### src/rtl/pe_array_ctrl.sv
// rtl/pe_array_ctrl.sv - Systolic PE array pass controller: operand fetch, skewed valid feed, drain and completion.
module pe_array_ctrl #(
    parameter int N   = 4,
    parameter int AW  = 8,
    parameter int LAT = 2
) (
    input  logic            clk,
    input  logic            rst_n,
    input  logic            start,
    input  logic            abort,
    input  logic [AW-1:0]   base_addr,
    input  logic [AW-1:0]   k_len,
    input  logic [N*N-1:0]  pe_busy,
    output logic            rd_en,
    output logic [AW-1:0]   rd_addr,
    output logic [N-1:0]    row_vld,
    output logic [N-1:0]    col_vld,
    output logic            pe_en,
    output logic            busy,
    output logic            done
);

    // Last skewed operand reaches the far corner after 2*(N-1) hops, then LAT to a result.
    localparam int DRAIN_CYC = 2 * (N - 1) + LAT + 1;
    localparam int DW        = $clog2(DRAIN_CYC + 1);

    typedef enum logic [1:0] {IDLE, FEED, DRAIN, DONE} state_t;

    state_t          state, state_d;
    logic [AW-1:0]   cnt, cnt_d;
    logic [AW-1:0]   base_q, base_d;
    logic [AW-1:0]   k_q, k_d;
    logic [DW-1:0]   dcnt, dcnt_d;
    logic [N-1:0]    skew;
    logic            zero_start;
    logic            kill;

    always_comb begin
        state_d    = state;
        cnt_d      = cnt;
        dcnt_d     = dcnt;
        base_d     = base_q;
        k_d        = k_q;
        zero_start = 1'b0;
        kill       = abort && (state != IDLE);
        case (state)
            IDLE: begin
                if (start && !abort) begin
                    if (k_len != '0) begin
                        state_d = FEED;
                        base_d  = base_addr;
                        k_d     = k_len;
                        cnt_d   = '0;
                    end else begin
                        zero_start = 1'b1;
                    end
                end
            end
            FEED: begin
                if (cnt == k_q - 1'b1) begin
                    state_d = DRAIN;
                    cnt_d   = '0;
                    dcnt_d  = '0;
                end else begin
                    cnt_d = cnt + 1'b1;
                end
            end
            DRAIN: begin
                // Hold at expiry until the array reports every PE idle.
                if (dcnt == DW'(DRAIN_CYC - 1)) begin
                    if (pe_busy == '0) begin
                        state_d = DONE;
                    end
                end else begin
                    dcnt_d = dcnt + 1'b1;
                end
            end
            DONE: begin
                state_d = IDLE;
            end
            default: begin
                state_d = IDLE;
            end
        endcase
        if (kill) begin
            state_d = IDLE;
            cnt_d   = '0;
            dcnt_d  = '0;
        end
    end

    always_ff @(posedge clk or negedge rst_n) begin
        if (!rst_n) begin
            state   <= IDLE;
            cnt     <= '0;
            dcnt    <= '0;
            base_q  <= '0;
            k_q     <= '0;
            skew    <= '0;
            rd_en   <= 1'b0;
            rd_addr <= '0;
            pe_en   <= 1'b0;
            busy    <= 1'b0;
            done    <= 1'b0;
        end else begin
            state   <= state_d;
            cnt     <= cnt_d;
            dcnt    <= dcnt_d;
            base_q  <= base_d;
            k_q     <= k_d;
            // Stage 0 covers RAM read latency; stage i adds the systolic skew for row/column i.
            skew    <= kill ? '0 : {skew[N-2:0], rd_en};
            rd_en   <= (state_d == FEED);
            rd_addr <= (state_d == FEED) ? (base_d + cnt_d) : '0;
            pe_en   <= (state_d == FEED) || (state_d == DRAIN);
            busy    <= (state_d != IDLE);
            done    <= (state_d == DONE) || zero_start;
        end
    end

    assign row_vld = skew;
    assign col_vld = skew;

endmodule

### config.mk
export PLATFORM = sky130hd
export DESIGN_NAME = pe_array_ctrl
export DESIGN_NICKNAME = d
export VERILOG_FILES = /design/src/rtl/pe_array_ctrl.sv
export SDC_FILE = /design/constraint.sdc
export NUM_CORES = 1
export LEC_CHECK = 0
export CAP_MARGIN = 30
export CORE_UTILIZATION = 46
export DETAILED_ROUTE_END_ITERATION = 10
export PLACE_DENSITY = 0.76
export SYNTH_ARGS = -nofsm -noshare
export SYNTH_HDL_FRONTEND = slang
export SYNTH_SLANG_ARGS = --single-unit
### constraint.sdc
create_clock -name clk -period 3.6 [get_ports clk]
set_input_delay 1.08 -clock clk [delete_from_list [all_inputs] [get_ports clk]]
set_output_delay 1.08 -clock clk [all_outputs]
set_load 0.01 [all_outputs]
==> results_dict.tcl, run 1 <==
set metrics [dict create \
    gp_congestion 0.804 \
    antenna_found_initial 0 \
    crit_path_start "k_q[0]" \
    maximum_level_of_the_cts_h_tree 2 \
    cpMostUsedCell "sky130_fd_sc_hd__ha_4" \
    synth_async_sr_flop_share_pct 100 \
    setup_crit_start_kind "register" \
    clk_pin_slew_worst_paths_ps 90 \
    worst-endpoint-arrival_ps 4110 \
    max_cap_violations 0 \
    first_global_vias 2478 \
    detailedRoute.firstIterationViolations 139 \
    antenna_violating_nets_left 0 \
    crit-reg2reg-launch "k_q[0]" \
    initial_utilization_pct 47.7 \
    vias 2421 \
    min_period_ps 3880 \
    ir_worst_vdd_mv 0.496 \
    num_rows 27 \
    post_synth_instance_area_um2 2650 \
    routed_wire_length_per_instance_um 15.2 \
    yosys.cell_types.count 49 \
    gr-total-overflow 0 \
    critPathMaxStageDelay_ps 440 \
    layout_worst_path_cycle_share_pct 108 \
    report.final.hold_viol_count 0 \
    crit_cells 15 \
    outcome "finished, violations left" \
    hold_slack_ps 483 \
    syn_inst 262 \
    total_leakage_power_uw 0.00170 \
    finClkSkew_ps 6.34 \
    clock_latency_ps 300 \
    post_route_cells_drive_above_1_share_pct 30.4 \
    postPlaceCellArea_um2 3620 \
    worst_setup_path_endpoint "rd_addr[7]" \
    placedCellCount 421 \
    cp_slowest_cell "sky130_fd_sc_hd__or4_4" \
    layout.cells.non_filler 447 \
    path_category_of_the_worst_min_delay_check "reg2reg" \
    seq_area_frac_synth_pct 43.5 \
    power.density_cell_area_nw_per_um2 764 \
    syn_nets 313 \
    worst_r2r_end "rd_addr[7]" \
    drt_first_pass_iters 4 \
    final_max_slew_viol_count 0 \
    leading_register_cell_type_out_of_synthesis "sky130_fd_sc_hd__dfrtp_1" \
    power.total_uw 3040 \
    timing.final.ws_setup_ps -276 \
    worst-r2r-cell-count 15 \
    worstPathCellList "inv_2 > ha_4 > or3b_4 > or4_4 > a2111oi_4 > o311ai_4 > a31oi_2 > o32ai_4 > ha_4 > a21o_1 > a211oi_2 > o21a_1 > nor3_1 > or3b_1 > mux2i_1" \
    postCtsHoldBufs 0 \
    setup.reg_to_reg.worst_slack_ps -280 \
    die_h_um 77.8 \
    cp_num_buf_inv 1 \
    critPathCaptureType "register" \
    final_area_um2 3980 \
    max_slew.worst_pin.slew_ps 461 \
    cts_made_buffers 5 \
    layout_commonest_cell "sky130_fd_sc_hd__buf_4" \
    antennaDiodeCount 0 \
    grt_setup_unrepaired "yes" \
    most-common-layout-cells "58 x sky130_fd_sc_hd__buf_4, 46 x sky130_fd_sc_hd__dfrtp_1, 46 x sky130_fd_sc_hd__clkdlybuf4s50_1" \
    number_of_buffer_cells_added_on_primary_ports 55 \
    synth-edff-count 0 \
    violations_in_the_final_reports "setup timing" \
    post-dp-hpwl_um 4720 \
    number_of_nets_in_the_layout 425 \
    max_freq_ghz 0.258 \
    cts.root.buffer_cell "sky130_fd_sc_hd__clkbuf_8" \
    global_route_wire_length_before_repair_um 11500 \
    ys_ff_latch 46 \
    core_area_um2 5540 \
    io_pins 56 \
    worst_hold_path.num_cells 1 \
    floorplan.die_area_um2 6060 \
    die_x_um 77.8 \
    required_ps 3830 \
    timing.critical_path.max_delay_family "compound AO/OA/AOI/OAI gates" \
    total_wire_length_after_detailed_routing_um 6810 \
    slew_headroom_pct 69.3 \
    post_synthesis_to_final_layout_area_growth_pct 50.4 \
    viasPerCell 5.42 \
    crit_type "reg2reg" \
    route.detailed.drc 0 \
    cts.sink_count 46 \
    syn_area_per_cell_um2 10.1 \
    dp_worst_setup_slack_ps -851 \
    cts.path.max_buffers 2 \
    clock_tree_from_tritoncts "yes" \
    critPathMaxFanout 7 \
    yosys_warnings 0 \
    grt_max_degree 29 \
    finalSetupViolCount 4 \
    track_usage_pct 24.2 \
]
state kept, by name, indices dropped and copies added (netlist names):
register  cells
cnt           8
busy          1
state         2
pe_en         1
col_vld       4
rd_addr       8
done          1
dcnt          4
k_q           8
base_q        8
rd_en         1
logic make-up (layout without fill, tap and decap cells):
family	after synthesis	count (layout)	share of synthesized area, %
simple gates	94	94	19.2
compound gates	53	53	14.8
flops	46	46	43.5
buf+inv	25	138	4.21
fa+ha+maj	15	15	7.38
mux	15	15	6.29
xor+xnor	14	14	4.64
repair_timing:
item,in CTS,in global routing
setup endpoints to repair,7,8
setup buffers,14,6
resized for setup,27,7
pin swaps,13,16
metrics by stage:
step           util (%)  setup TNS, ps
6_report           71.8           -745
5_1_grt            71.8          -1650
4_1_cts            70.7           -466
3_5_place_dp       65.4          -3730
3_3_place_gp       65.1          -2880
2_1_floorplan         -           -265
report_power, final:
group          switching (uW)  internal [uW]
Clock                     174            208
Sequential                142            715
Combinational             793           1000
Total                    1110           1930
worst min path at each step:
stage          startpoint          to  slack, ps
6_report            rd_en  col_vld[0]        480
5_1_grt             rd_en  col_vld[0]        510
4_1_cts             rd_en  col_vld[0]        490
3_5_place_dp        rd_en  col_vld[0]        480
3_3_place_gp        rd_en  col_vld[0]        460
2_1_floorplan   base_q[2]   base_q[2]        470
per-layer routing:
layer	track usage, %	vias to the layer above	share of wire (%)
met2	41.0	64	51
li1	-	1166	-
met4	8.68	0	1.8
met5	0	-	0
met3	4.94	13	4.1
met1	30.6	1178	43
worst reg2reg max path, stage by stage (launching register included):
cell and delay (ps):
sky130_fd_sc_hd__dfrtp_1 400, sky130_fd_sc_hd__inv_2 90, sky130_fd_sc_hd__ha_4 130, sky130_fd_sc_hd__or3b_4 370
sky130_fd_sc_hd__or4_4 440, sky130_fd_sc_hd__a2111oi_4 400, sky130_fd_sc_hd__o311ai_4 220, sky130_fd_sc_hd__a31oi_2 260
sky130_fd_sc_hd__o32ai_4 140, sky130_fd_sc_hd__ha_4 180, sky130_fd_sc_hd__a21o_1 190, sky130_fd_sc_hd__a211oi_2 250
sky130_fd_sc_hd__o21a_1 180, sky130_fd_sc_hd__nor3_1 70, sky130_fd_sc_hd__or3b_1 370, sky130_fd_sc_hd__mux2i_1 130
cell usage after synthesis, types with 5 or more instances:
| master | count | area [um2] |
|---|---|---|
| sky130_fd_sc_hd__inv_1 | 12 | 45.0 |
| sky130_fd_sc_hd__nor2_1 | 12 | 45.0 |
| sky130_fd_sc_hd__mux2_2 | 13 | 146 |
| sky130_fd_sc_hd__o21ai_0 | 12 | 60.1 |
| sky130_fd_sc_hd__nor3_1 | 12 | 60.1 |
| sky130_fd_sc_hd__nor4_1 | 6 | 37.5 |
| sky130_fd_sc_hd__and2_1 | 11 | 68.8 |
| sky130_fd_sc_hd__a21oi_1 | 8 | 40.0 |
| sky130_fd_sc_hd__a31oi_1 | 5 | 31.3 |
| sky130_fd_sc_hd__xnor2_1 | 11 | 96.3 |
| sky130_fd_sc_hd__nand2_1 | 23 | 86.3 |
| sky130_fd_sc_hd__dfrtp_1 | 46 | 1150 |
| sky130_fd_sc_hd__nand3_1 | 9 | 45.0 |
| sky130_fd_sc_hd__ha_1 | 14 | 175 |
| sky130_fd_sc_hd__clkbuf_1 | 6 | 22.5 |
cell type report:
| cell class | count | area (um2) |
|---|---|---|
| inverter | 12 | 45.0 |
| sequential | 46 | 1150 |
| clock inverter | 1 | 30.0 |
| clock buffer | 7 | 76.3 |
| fill | 403 | 1560 |
| timing repair buffer | 118 | 1040 |
| tap | 72 | 90.1 |
| multi-input combinational | 191 | 1550 |
Note: power is estimated with default switching activity, not from simulation.
==> inputs of run 2 (changes only) <==
CORE_MARGIN = 8   (was unset)
SETUP_SLACK_MARGIN = 0.1   (was unset)
==> results_dict.tcl, run 2 (synthesis results as in run 1) <==
set metrics [dict create \
    most-common-layout-cells "53 x sky130_fd_sc_hd__buf_4, 46 x sky130_fd_sc_hd__dfrtp_1, 44 x sky130_fd_sc_hd__clkdlybuf4s50_1" \
    routed_wire_length_per_instance_um 16.4 \
    io_pins 56 \
    antennaDiodeCount 0 \
    total_leakage_power_uw 0.00167 \
    setup_crit_start_kind "register" \
    cts.sink_count 46 \
    grt_setup_unrepaired "yes" \
    layout_worst_path_cycle_share_pct 108 \
    outcome "finished, violations left" \
    report.final.hold_viol_count 0 \
    core_area_um2 5540 \
    worst_hold_path.num_cells 1 \
    first_global_vias 2426 \
    number_of_nets_in_the_layout 419 \
    drt_first_pass_iters 4 \
    critPathCaptureType "register" \
    cts_made_buffers 5 \
    num_rows 27 \
    postCtsHoldBufs 0 \
    worst-r2r-cell-count 15 \
    slew_headroom_pct 72.1 \
    post_synthesis_to_final_layout_area_growth_pct 50.2 \
    floorplan.die_area_um2 8430 \
    cts.path.max_buffers 2 \
    cp_num_buf_inv 2 \
    antenna_found_initial 0 \
    gr-total-overflow 0 \
    hold_slack_ps 516 \
    final_max_slew_viol_count 0 \
    finalSetupViolCount 4 \
    final_core_util_pct 71.7 \
    maximum_level_of_the_cts_h_tree 2 \
    worst-endpoint-arrival_ps 4120 \
    viasPerCell 5.40 \
    cpMostUsedCell "sky130_fd_sc_hd__buf_6" \
    max_slew.worst_pin.slew_ps 417 \
    setup.reg_to_reg.worst_slack_ps -290 \
    multi_input_comb_area_um2 1610 \
    clock_tree_from_tritoncts "yes" \
    critPathMaxStageDelay_ps 550 \
    cts.root.buffer_cell "sky130_fd_sc_hd__clkbuf_8" \
    finClkSkew_ps 3.47 \
    crit_type "reg2reg" \
    track_usage_pct 16.9 \
    clock_latency_ps 300 \
    critPathMaxFanout 6 \
    post-dp-hpwl_um 5090 \
    post_route_cells_drive_above_1_share_pct 32.2 \
    crit-reg2reg-launch "k_q[1]" \
    hp-start "col_vld[0]" \
    timing.critical_path.max_delay_family "compound AO/OA/AOI/OAI gates" \
    min_period_ps 3890 \
    layout_commonest_cell "sky130_fd_sc_hd__buf_4" \
    violations_in_the_final_reports "setup timing" \
    global_route_wire_length_before_repair_um 11700 \
    fill_cells 401 \
    path_category_of_the_worst_min_delay_check "reg2reg" \
    number_of_buffer_cells_added_on_primary_ports 55 \
    cp_slowest_cell "sky130_fd_sc_hd__or4_4" \
    vias 2382 \
    total_wire_length_after_detailed_routing_um 7250 \
    gp_congestion 0.822 \
    die_h_um 91.8 \
    clk_pin_slew_worst_paths_ps 90 \
    grt_max_degree 32 \
    route.detailed.drc 0 \
    initial_utilization_pct 47.7 \
    timing.final.ws_setup_ps -287 \
    timing.hold.worst_endpoint "col_vld[1]" \
    ir_worst_vdd_mv 0.522 \
    max_cap_violations 0 \
    final-seq-area_um2 1150 \
    max_freq_ghz 0.257 \
    worstPathCellList "buf_6 > or4_4 > buf_6 > o211ai_1 > o31ai_2 > o311ai_4 > nand4_1 > a21oi_2 > ha_1 > a21o_1 > a211oi_2 > o21a_1 > nor3_2 > or3b_1 > mux2i_1" \
    die_x_um 91.8 \
    worst_r2r_end "rd_addr[7]" \
    antenna_violating_nets_left 0 \
    power.density_cell_area_nw_per_um2 755 \
    required_ps 3830 \
    finalSetupTns_ps -600 \
    detailedRoute.firstIterationViolations 157 \
]
==> run 2: worst max path at each step <==
| stage | start | endpoint | slack [ps] | cells after the start |
|---|---|---|---|---|
| 6_report | k_q[1] | rd_addr[7] | -290 | 15 |
| 5_1_grt | k_q[1] | rd_addr[7] | -430 | 15 |
| 3_5_place_dp | k_len[5] | rd_addr[7] | -790 | 13 |
| 4_1_cts | k_q[0] | rd_addr[6] | -220 | 16 |
| 2_1_floorplan | k_q[0] | rd_addr[6] | -140 | 17 |
| 3_3_place_gp | k_len[5] | rd_addr[7] | -650 | 13 |
==> run 2: area by class of cell <==
type / instances / share of cell area, %
Clock inverter: 2 / 0.346
Multi-Input combinational cell: 191 / 40.6
Clock buffer: 6 / 1.83
Tap cell: 72 / 2.27
Sequential cell: 46 / 29.0
Inverter: 12 / 1.13
Timing Repair Buffer: 112 / 24.9
==> run 2: per-stage QoR <==
stage / power [uW] / setup slack, ps / instance area (um2) / instances
global route: 3210 / -430 / 3970 / 441
global placement: 2340 / -649 / 3590 / 418
floorplan: 1740 / -145 / 2720 / 262
finish: 3000 / -287 / 3970 / 441
detailed placement: 2380 / -790 / 3610 / 419
CTS: 2810 / -222 / 3820 / 435
==> run 2: layer usage <==
layer	part of all wire (%)	track usage [%]
met3	4.4	4.07
met4	1.6	5.37
met1	44	20.6
met5	0	0
met2	50	28.6
==> run 2: power by group <==
group	total, uW	switching (uW)	internal [uW]
Clock	319	182	137
Sequential	862	147	715
Combinational	1820	825	993
Total	3000	1150	1850
==> run 2: repair_timing <==
action | 4_1_cts | 5_1_grt
setup buffers | 9 | 6
gates cloned | 0 | 0
pin swaps | 12 | 16
gates resized for setup | 21 | 31
setup endpoints to repair | 7 | 7
